### src/rtl/addr_gen_unit_if.sv
// addr_gen_unit_if: request and beat-issue bus of the address generation unit
interface addr_gen_unit_if #(
    parameter int WIDTH = 16,
    parameter int CNT_W = 4
);
    logic [15:0]      IR;
    logic [WIDTH-1:0] SR1;
    logic [WIDTH-1:0] PC;
    logic             ADDR1MUX;
    logic [1:0]       ADDR2MUX;
    logic [CNT_W-1:0] BURST_LEN;
    logic             in_valid;
    logic             in_ready;
    logic [WIDTH-1:0] ADDR_OUT;
    logic             out_valid;
    logic             out_ready;
    logic             LAST;

    modport master (
        output IR, SR1, PC, ADDR1MUX, ADDR2MUX, BURST_LEN, in_valid, out_ready,
        input  in_ready, ADDR_OUT, out_valid, LAST
    );

    modport slave (
        input  IR, SR1, PC, ADDR1MUX, ADDR2MUX, BURST_LEN, in_valid, out_ready,
        output in_ready, ADDR_OUT, out_valid, LAST
    );
endinterface

### src/rtl/addr_gen_unit.sv
// addr_gen_unit: base+offset address generator issuing strided bursts over a valid/ready handshake
module addr_gen_unit #(
    parameter int          WIDTH  = 16,
    parameter int          CNT_W  = 4,
    parameter int unsigned STRIDE = 1
) (
    input  logic           Clk,
    input  logic           Reset_n,
    addr_gen_unit_if.slave bus
);
    typedef enum logic {IDLE, ISSUE} state_t;

    state_t           state_q, state_d;
    logic [WIDTH-1:0] addr_q, addr_d;
    logic [CNT_W-1:0] cnt_q, cnt_d;
    logic             last_q, last_d;
    logic [WIDTH-1:0] base, offset, start;
    logic [CNT_W-1:0] len_m1;
    logic             beat_acc, last_acc, req_acc;
    logic             unused_ir;

    assign unused_ir = ^bus.IR[15:11];

    // Start address: selected base plus sign-extended IR offset; zero length counts as one beat
    always_comb begin
        base   = bus.ADDR1MUX ? bus.SR1 : bus.PC;
        offset = bus.ADDR2MUX == 2'b00 ? '0 :
                 bus.ADDR2MUX == 2'b01 ? {{(WIDTH-6){bus.IR[5]}}, bus.IR[5:0]} :
                 bus.ADDR2MUX == 2'b10 ? {{(WIDTH-9){bus.IR[8]}}, bus.IR[8:0]} :
                                         {{(WIDTH-11){bus.IR[10]}}, bus.IR[10:0]};
        start  = base + offset;
        len_m1 = bus.BURST_LEN == '0 ? '0 : bus.BURST_LEN - 1'b1;
    end

    // A new request is only taken when idle or in the same cycle the final beat leaves
    assign beat_acc      = (state_q == ISSUE) && bus.out_ready;
    assign last_acc      = beat_acc && last_q;
    assign bus.in_ready  = (state_q == IDLE) || last_acc;
    assign req_acc       = bus.in_valid && bus.in_ready;
    assign bus.out_valid = (state_q == ISSUE);
    assign bus.ADDR_OUT  = addr_q;
    assign bus.LAST      = last_q;

    // Next state: restart wins over the last-beat drain so back-to-back bursts have no bubble
    always_comb begin
        state_d = state_q;
        addr_d  = addr_q;
        cnt_d   = cnt_q;
        last_d  = last_q;
        if (req_acc) begin
            state_d = ISSUE;
            addr_d  = start;
            cnt_d   = len_m1;
            last_d  = (len_m1 == '0);
        end else if (last_acc) begin
            state_d = IDLE;
            last_d  = 1'b0;
        end else if (beat_acc) begin
            addr_d  = addr_q + WIDTH'(STRIDE);
            cnt_d   = cnt_q - 1'b1;
            last_d  = (cnt_q == CNT_W'(1));
        end
    end

    // Burst state and registered outputs, cleared asynchronously by reset
    always_ff @(posedge Clk or negedge Reset_n) begin
        if (!Reset_n) begin
            state_q <= IDLE;
            addr_q  <= '0;
            cnt_q   <= '0;
            last_q  <= 1'b0;
        end else begin
            state_q <= state_d;
            addr_q  <= addr_d;
            cnt_q   <= cnt_d;
            last_q  <= last_d;
        end
    end
endmodule
### src/flat_wrapper.sv
// flat-port wrapper written by rule: the top's interface ports become plain ports
module addr_gen_unit_flat 
#(
    parameter int          WIDTH  = 16,
    parameter int          CNT_W  = 4,
    parameter int unsigned STRIDE = 1
)
  (Clk, Reset_n, bus_IR, bus_SR1, bus_PC, bus_ADDR1MUX, bus_ADDR2MUX, bus_BURST_LEN, bus_in_valid, bus_out_ready, bus_in_ready, bus_ADDR_OUT, bus_out_valid, bus_LAST);
  addr_gen_unit_if #(.WIDTH(WIDTH), .CNT_W(CNT_W)) bus_i ();
  input  logic Clk;
  input  logic Reset_n;
  input wire logic [$bits(bus_i.IR)-1:0] bus_IR;
  input wire logic [$bits(bus_i.SR1)-1:0] bus_SR1;
  input wire logic [$bits(bus_i.PC)-1:0] bus_PC;
  input wire logic [$bits(bus_i.ADDR1MUX)-1:0] bus_ADDR1MUX;
  input wire logic [$bits(bus_i.ADDR2MUX)-1:0] bus_ADDR2MUX;
  input wire logic [$bits(bus_i.BURST_LEN)-1:0] bus_BURST_LEN;
  input wire logic [$bits(bus_i.in_valid)-1:0] bus_in_valid;
  input wire logic [$bits(bus_i.out_ready)-1:0] bus_out_ready;
  output wire logic [$bits(bus_i.in_ready)-1:0] bus_in_ready;
  output wire logic [$bits(bus_i.ADDR_OUT)-1:0] bus_ADDR_OUT;
  output wire logic [$bits(bus_i.out_valid)-1:0] bus_out_valid;
  output wire logic [$bits(bus_i.LAST)-1:0] bus_LAST;
  assign bus_i.IR = bus_IR;
  assign bus_i.SR1 = bus_SR1;
  assign bus_i.PC = bus_PC;
  assign bus_i.ADDR1MUX = bus_ADDR1MUX;
  assign bus_i.ADDR2MUX = bus_ADDR2MUX;
  assign bus_i.BURST_LEN = bus_BURST_LEN;
  assign bus_i.in_valid = bus_in_valid;
  assign bus_i.out_ready = bus_out_ready;
  assign bus_in_ready = bus_i.in_ready;
  assign bus_ADDR_OUT = bus_i.ADDR_OUT;
  assign bus_out_valid = bus_i.out_valid;
  assign bus_LAST = bus_i.LAST;
  addr_gen_unit #(.WIDTH(WIDTH), .CNT_W(CNT_W), .STRIDE(STRIDE)) u_core (.Clk(Clk), .Reset_n(Reset_n), .bus(bus_i));
endmodule
### config.mk
export PLATFORM = sky130hd
export DESIGN_NAME = addr_gen_unit_flat
export DESIGN_NICKNAME = d
export VERILOG_FILES = /design/src/rtl/addr_gen_unit_if.sv /design/src/rtl/addr_gen_unit.sv /design/src/flat_wrapper.sv
export SDC_FILE = /design/constraint.sdc
export NUM_CORES = 1
export LEC_CHECK = 0
export CAP_MARGIN = 20
export CORE_MARGIN = 4
export CORE_UTILIZATION = 42
export DETAILED_ROUTE_END_ITERATION = 8
export GPL_ROUTABILITY_DRIVEN = 0
export PLACE_DENSITY = 0.77
export SLEW_MARGIN = 15
export SYNTH_ARGS = -nofsm -noshare
export SYNTH_HDL_FRONTEND = slang
export SYNTH_SLANG_ARGS = --single-unit
### constraint.sdc
create_clock -name Clk -period 1.58 [get_ports Clk]
set_input_delay 0.316 -clock Clk [delete_from_list [all_inputs] [get_ports Clk]]
set_output_delay 0.316 -clock Clk [all_outputs]
set_load 0.02 [all_outputs]
-- Word-level counts from Yosys, hierarchy flattened
Cells that the tools add are included.
- register bits: 22
- output and inout bits: 19
- add/subtract/negate cells: 4
- equality and inequality tests: 4
- multiplexer cells: 16
- bitwise logic cells: 1
- reduce and logical (&&, ||, !) cells: 11
- operators by type and width (cell ; count):
    16-bit two-way mux ; 7
    16-bit by 1-bit adder with 16-bit output (second input constant) ; 1
    16-bit adder ; 1
    4-bit two-way mux ; 4
    4-bit logical NOT ; 2
    4-bit by 1-bit subtractor with 4-bit output (second input constant) ; 2
    1-bit two-way mux ; 5
    4-bit by 1-bit == test with 1-bit output (second input constant) ; 1
    2-bit nonzero test ; 2
    1-bit logical AND ; 3
    3-bit nonzero test ; 1
    2-bit by 1-bit == test with 1-bit output (second input constant) ; 1
    2-bit == test (second input constant) ; 1
    2-bit logical NOT ; 1
    2-bit inequality test (second input constant) ; 1
    2-bit AND reduction ; 1
    1-bit logical OR ; 1
    1-bit inverter ; 1

-- Depth between registers and ports, before layout
- depth in word-level cells: 6
- depth in mapped cells: 11

-- Worst setup path before layout
No wires, ideal clock.
- path kind: input to register
- start point: input port bus_ADDR1MUX
- end point: register u_core.addr_q[13], in the netlist u_core.bus.ADDR_OUT[13]
- arrival: 2850 ps
- required time: 1456 ps
- slack: -1394 ps
- stages on the path: 10
- path buffers: 2
- path through: buf_2 > buf_1 > mux2_2 > ha_1 > a2111oi_4 > o21ai_2 > a211oi_2 > nor4b_1 > o31a_1 > o31a_1
- longest elaborated chain between the ends: 3
- ends and longest elaborated chain (what ; line ; source):
    start, declared ; flat_wrapper.sv:15 ; input wire logic [$bits(bus_i.ADDR1MUX)-1:0] bus_ADDR1MUX;
    16-bit two-way mux ; addr_gen_unit.sv:26 ; base = bus.ADDR1MUX ? bus.SR1 : bus.PC;
    16-bit adder ; addr_gen_unit.sv:31 ; start = base + offset;
    16-bit two-way mux ; addr_gen_unit.sv:50 ; if (req_acc) begin
    end signal, assigned ; addr_gen_unit.sv:74 ; addr_q <= addr_d;
    end, declared ; addr_gen_unit.sv:14 ; logic [WIDTH-1:0] addr_q, addr_d;
No other way between the ends.
A chain may end at the register's enable or synchronous reset.

-- Final worst setup path
- start point: input port bus_PC[5]
- end point: register u_core.addr_q[13], in the netlist u_core.bus.ADDR_OUT[13]
- longest elaborated chain between the ends: 3
- ends and longest elaborated chain (what ; line ; source):
    start, declared ; flat_wrapper.sv:14 ; input wire logic [$bits(bus_i.PC)-1:0] bus_PC;
    16-bit two-way mux ; addr_gen_unit.sv:26 ;
    16-bit adder ; addr_gen_unit.sv:31 ;
    16-bit two-way mux ; addr_gen_unit.sv:50 ;
No other way between the ends.

==> out/results.ini <==
[cells_and_area]
seq_area_sq_um=550.5
area_growth_pct=95.25
nNetsFinal=523
drive_above_1_share_pct=45.62
multi_input_area_sq_um=2267
final_common_cell=buf_4
final_cell_mix=82 x buf_4, 39 x dlygate4sd2_1, 22 x clkdlybuf4s50_1, 22 x dfrtp_1, 19 x nand2_1
stdcell_count=516
fillers=273

[power]
vdd_drop_max_mv=0.7329
power_leakage_uw=0.002079
p_sw_share_pct=44.95
pwr-share-clk_pct=11.2
powerDensity_nw_per_um2=1095
intPower_uw=2757
pwr-share-seq_pct=22.9
power_uw=5009
switchingPower_uw=2252
pwr-share-comb_pct=65.9

[synth]
ys.warnings.count=0
synth_edf_count=0
async_reset_ff_share_pct=100.0
ys_types=58
netlist.area_leader.share_pct=23.50
syn_area_per_cell_sq_um=8.486
synth_nets=353
yosysTopAreaCell=dfrtp_1
syn_area_sq_um=2342
synth_seq_area_share_pct=23.50
ys.flop_type=dfrtp_1
ys_seq_elements=22
syn_inst=276
ys_top_cells_by_area=dfrtp_1 24%, ha_1 9.1%, xnor2_1 6.0%

[timing]
period_share_pct=156.0
finalMaxSlewViolations=0
setup_ws_ns=-0.8855
period_minus_slack_ns=2.466
slew-limit-headroom_pct=62.65
skew_ns=0.01418
worst_pin_slew_ns=0.5544
clock.fmax_ghz=0.4056
rsz0062_at_grt=true
hold_ws_ns=0.3944
setup_violations=14
finalHoldViolCount=0

[grt]
grt_pass1_wl_microns=14350
met1_usage_pct=30.17
grt_use_met3_pct=1.952
overflow=0
grtUsageMet2_pct=53.85
grt_max_degree=23
track_usage_pct=27.27
grt-busiest-layer=met2
grt_pass1_vias=2979
antenna_found_initial=1

[drt]
detail_route.first_pass.iterations=6
drtIter0Drc=259
drc=0
vias_per_cell=6.136
ant_nets=0
wl_per_cell_microns=21.16
routed_wl_microns=10920
num_vias=3166

[cts]
cts-hold-fix-buffers=0
clkLatencyLatePin_ns=0.28
htreeDepth=1
cts_tree=yes
cts.path.max_buffers=2
cts_sinks=22
cts_buffers=3
cts.clk_slew.worst_paths_ns=0.10
cts-root-buf=clkbuf_8

[setup_path]
reg2reg_slack_ns=-0.39
cp.arrival_ns=2.64
end_kind=flip-flop
crit_fanout=4
reg2reg_to=u_core.bus.ADDR_OUT[8]$_DFFE_PN0P_
crit_required_ns=1.75
reg2regPathDepth=7
rr_startpoint=u_core.bus.LAST$_DFFE_PN0P_
critPathKind=in2reg
critPathLaunchType=input pin

[floorplanning]
initial_core_util_pct=44.44
die_x_microns=82.68
die-area_sq_um=6835
die_y_microns=82.68
rows=26
top_level_ports=78
core-area_sq_um=5270

[hold_path]
hp-class=in2async

[job]
maxCapViolCount=0

[place]
portBuffers=72
placedCellCount=492
dp_hpwl_microns=5808

[outcome]
outcome=finished with violations
violations=setup timing

sequential cells by signal, indices dropped and copies added (netlist names):
| register | cells |
|---|---|
| u_core.bus.LAST | 1 |
| u_core.bus.out_valid | 1 |
| u_core.bus.ADDR_OUT | 16 |
| u_core.cnt_q | 4 |
stage by stage:
stage          setup TNS, ns  worst slack, ns  area (sq um)  util [%]
6_report              -8.604          -0.8855          4573     86.78
4_1_cts               -7.092          -0.7949          4369     82.91
5_1_grt               -9.435          -0.9264          4573     86.78
2_1_floorplan         -7.734          -0.9665          2519         -
3_3_place_gp          -18.67           -1.405          3892     73.86
3_5_place_dp          -19.88           -1.516          3892     73.86
per-layer routing:
layer,vias to the layer above,wire length (microns)
li1,1360,-
met1,1511,3815
met2,224,5517
met3,71,854
met4,0,733
met5,-,0
cells by family after synthesis:
group	after synthesis	synth area share [%]
xor gates and xnor gates	23	8.600
adders and majority gates	18	9.936
and+or+nand+nor	90	19.71
DFF	22	23.50
AOI/OAI and AO/OA	83	24.41
buffers and inverters	18	3.098
muxes	22	10.74
how the worst max path moves through the flow:
stage / startpoint / end / cells after the start
2_1_floorplan: bus_ADDR1MUX / u_core.bus.ADDR_OUT[13]$_DFFE_PN0P_ / 10
3_3_place_gp: bus_ADDR1MUX / u_core.bus.ADDR_OUT[13]$_DFFE_PN0P_ / 10
3_5_place_dp: bus_ADDR1MUX / u_core.bus.ADDR_OUT[13]$_DFFE_PN0P_ / 10
4_1_cts: bus_ADDR1MUX / u_core.bus.ADDR_OUT[13]$_DFFE_PN0P_ / 10
5_1_grt: bus_ADDR1MUX / u_core.bus.ADDR_OUT[12]$_DFFE_PN0P_ / 12
6_report: bus_PC[5] / u_core.bus.ADDR_OUT[13]$_DFFE_PN0P_ / 10
critical path, stage by stage:
cell           delay [ns]
dlygate4sd2_1        0.26
mux2_4               0.31
ha_4                 0.30
o211ai_1             0.10
buf_4                0.17
a21oi_4              0.20
a211oi_4             0.10
o211a_1              0.25
o31a_1               0.32
o31a_1               0.30
power groups by stage:
| stage | clock, uW | combinational, uW | sequential, uW |
|---|---|---|---|
| final | 561 | 3300 | 1150 |
| after floorplan | 0 | 1270 | 1310 |
| after detailed placement | 0 | 2780 | 1090 |
| after global routing | 572 | 3490 | 1180 |
| after global placement | 0 | 2690 | 1090 |
| after CTS | 543 | 2910 | 1090 |
cell usage after synthesis (2+ instances only):
cell      count
a21oi_1      24
nand2_1      27
a21o_1        3
a221oi_1      3
mux2i_1       8
o31ai_1       2
mux2_2       12
inv_1        10
o21bai_1      3
clkbuf_1      5
o21a_1        2
o21ai_0      18
nor4_1        2
o22ai_1       3
nand3_1       7
and4_1        2
dfrtp_1      22
or3_1         3
nor3_1        7
xnor2_1      16
or2_2         3
o211ai_1      3
nor2b_1       9
and3_1        6
xor2_1        7
o31a_1        2
ha_1         17
a211oi_1      4
nor2_1       15
nand4_1       2
a31oi_1       2
timing repair:
item / 4_1_cts / 5_1_grt
resized for setup: 135 / 38
pin swaps: 52 / 42
setup buffers: 11 / 13
setup endpoints to repair: 36 / 20
gates cloned: 1 / 0
final cells by class:
cell class	count	area share, %
multi-input combinational	236	49.58
timing repair buffer	173	34.04
sequential	22	12.04
tap	70	1.915
clock buffer	3	0.9029
inverter	10	0.8208
clock inverter	1	0.6566
antenna	1	0.05472
No activity file was read; power rests on OpenSTA's default activity.
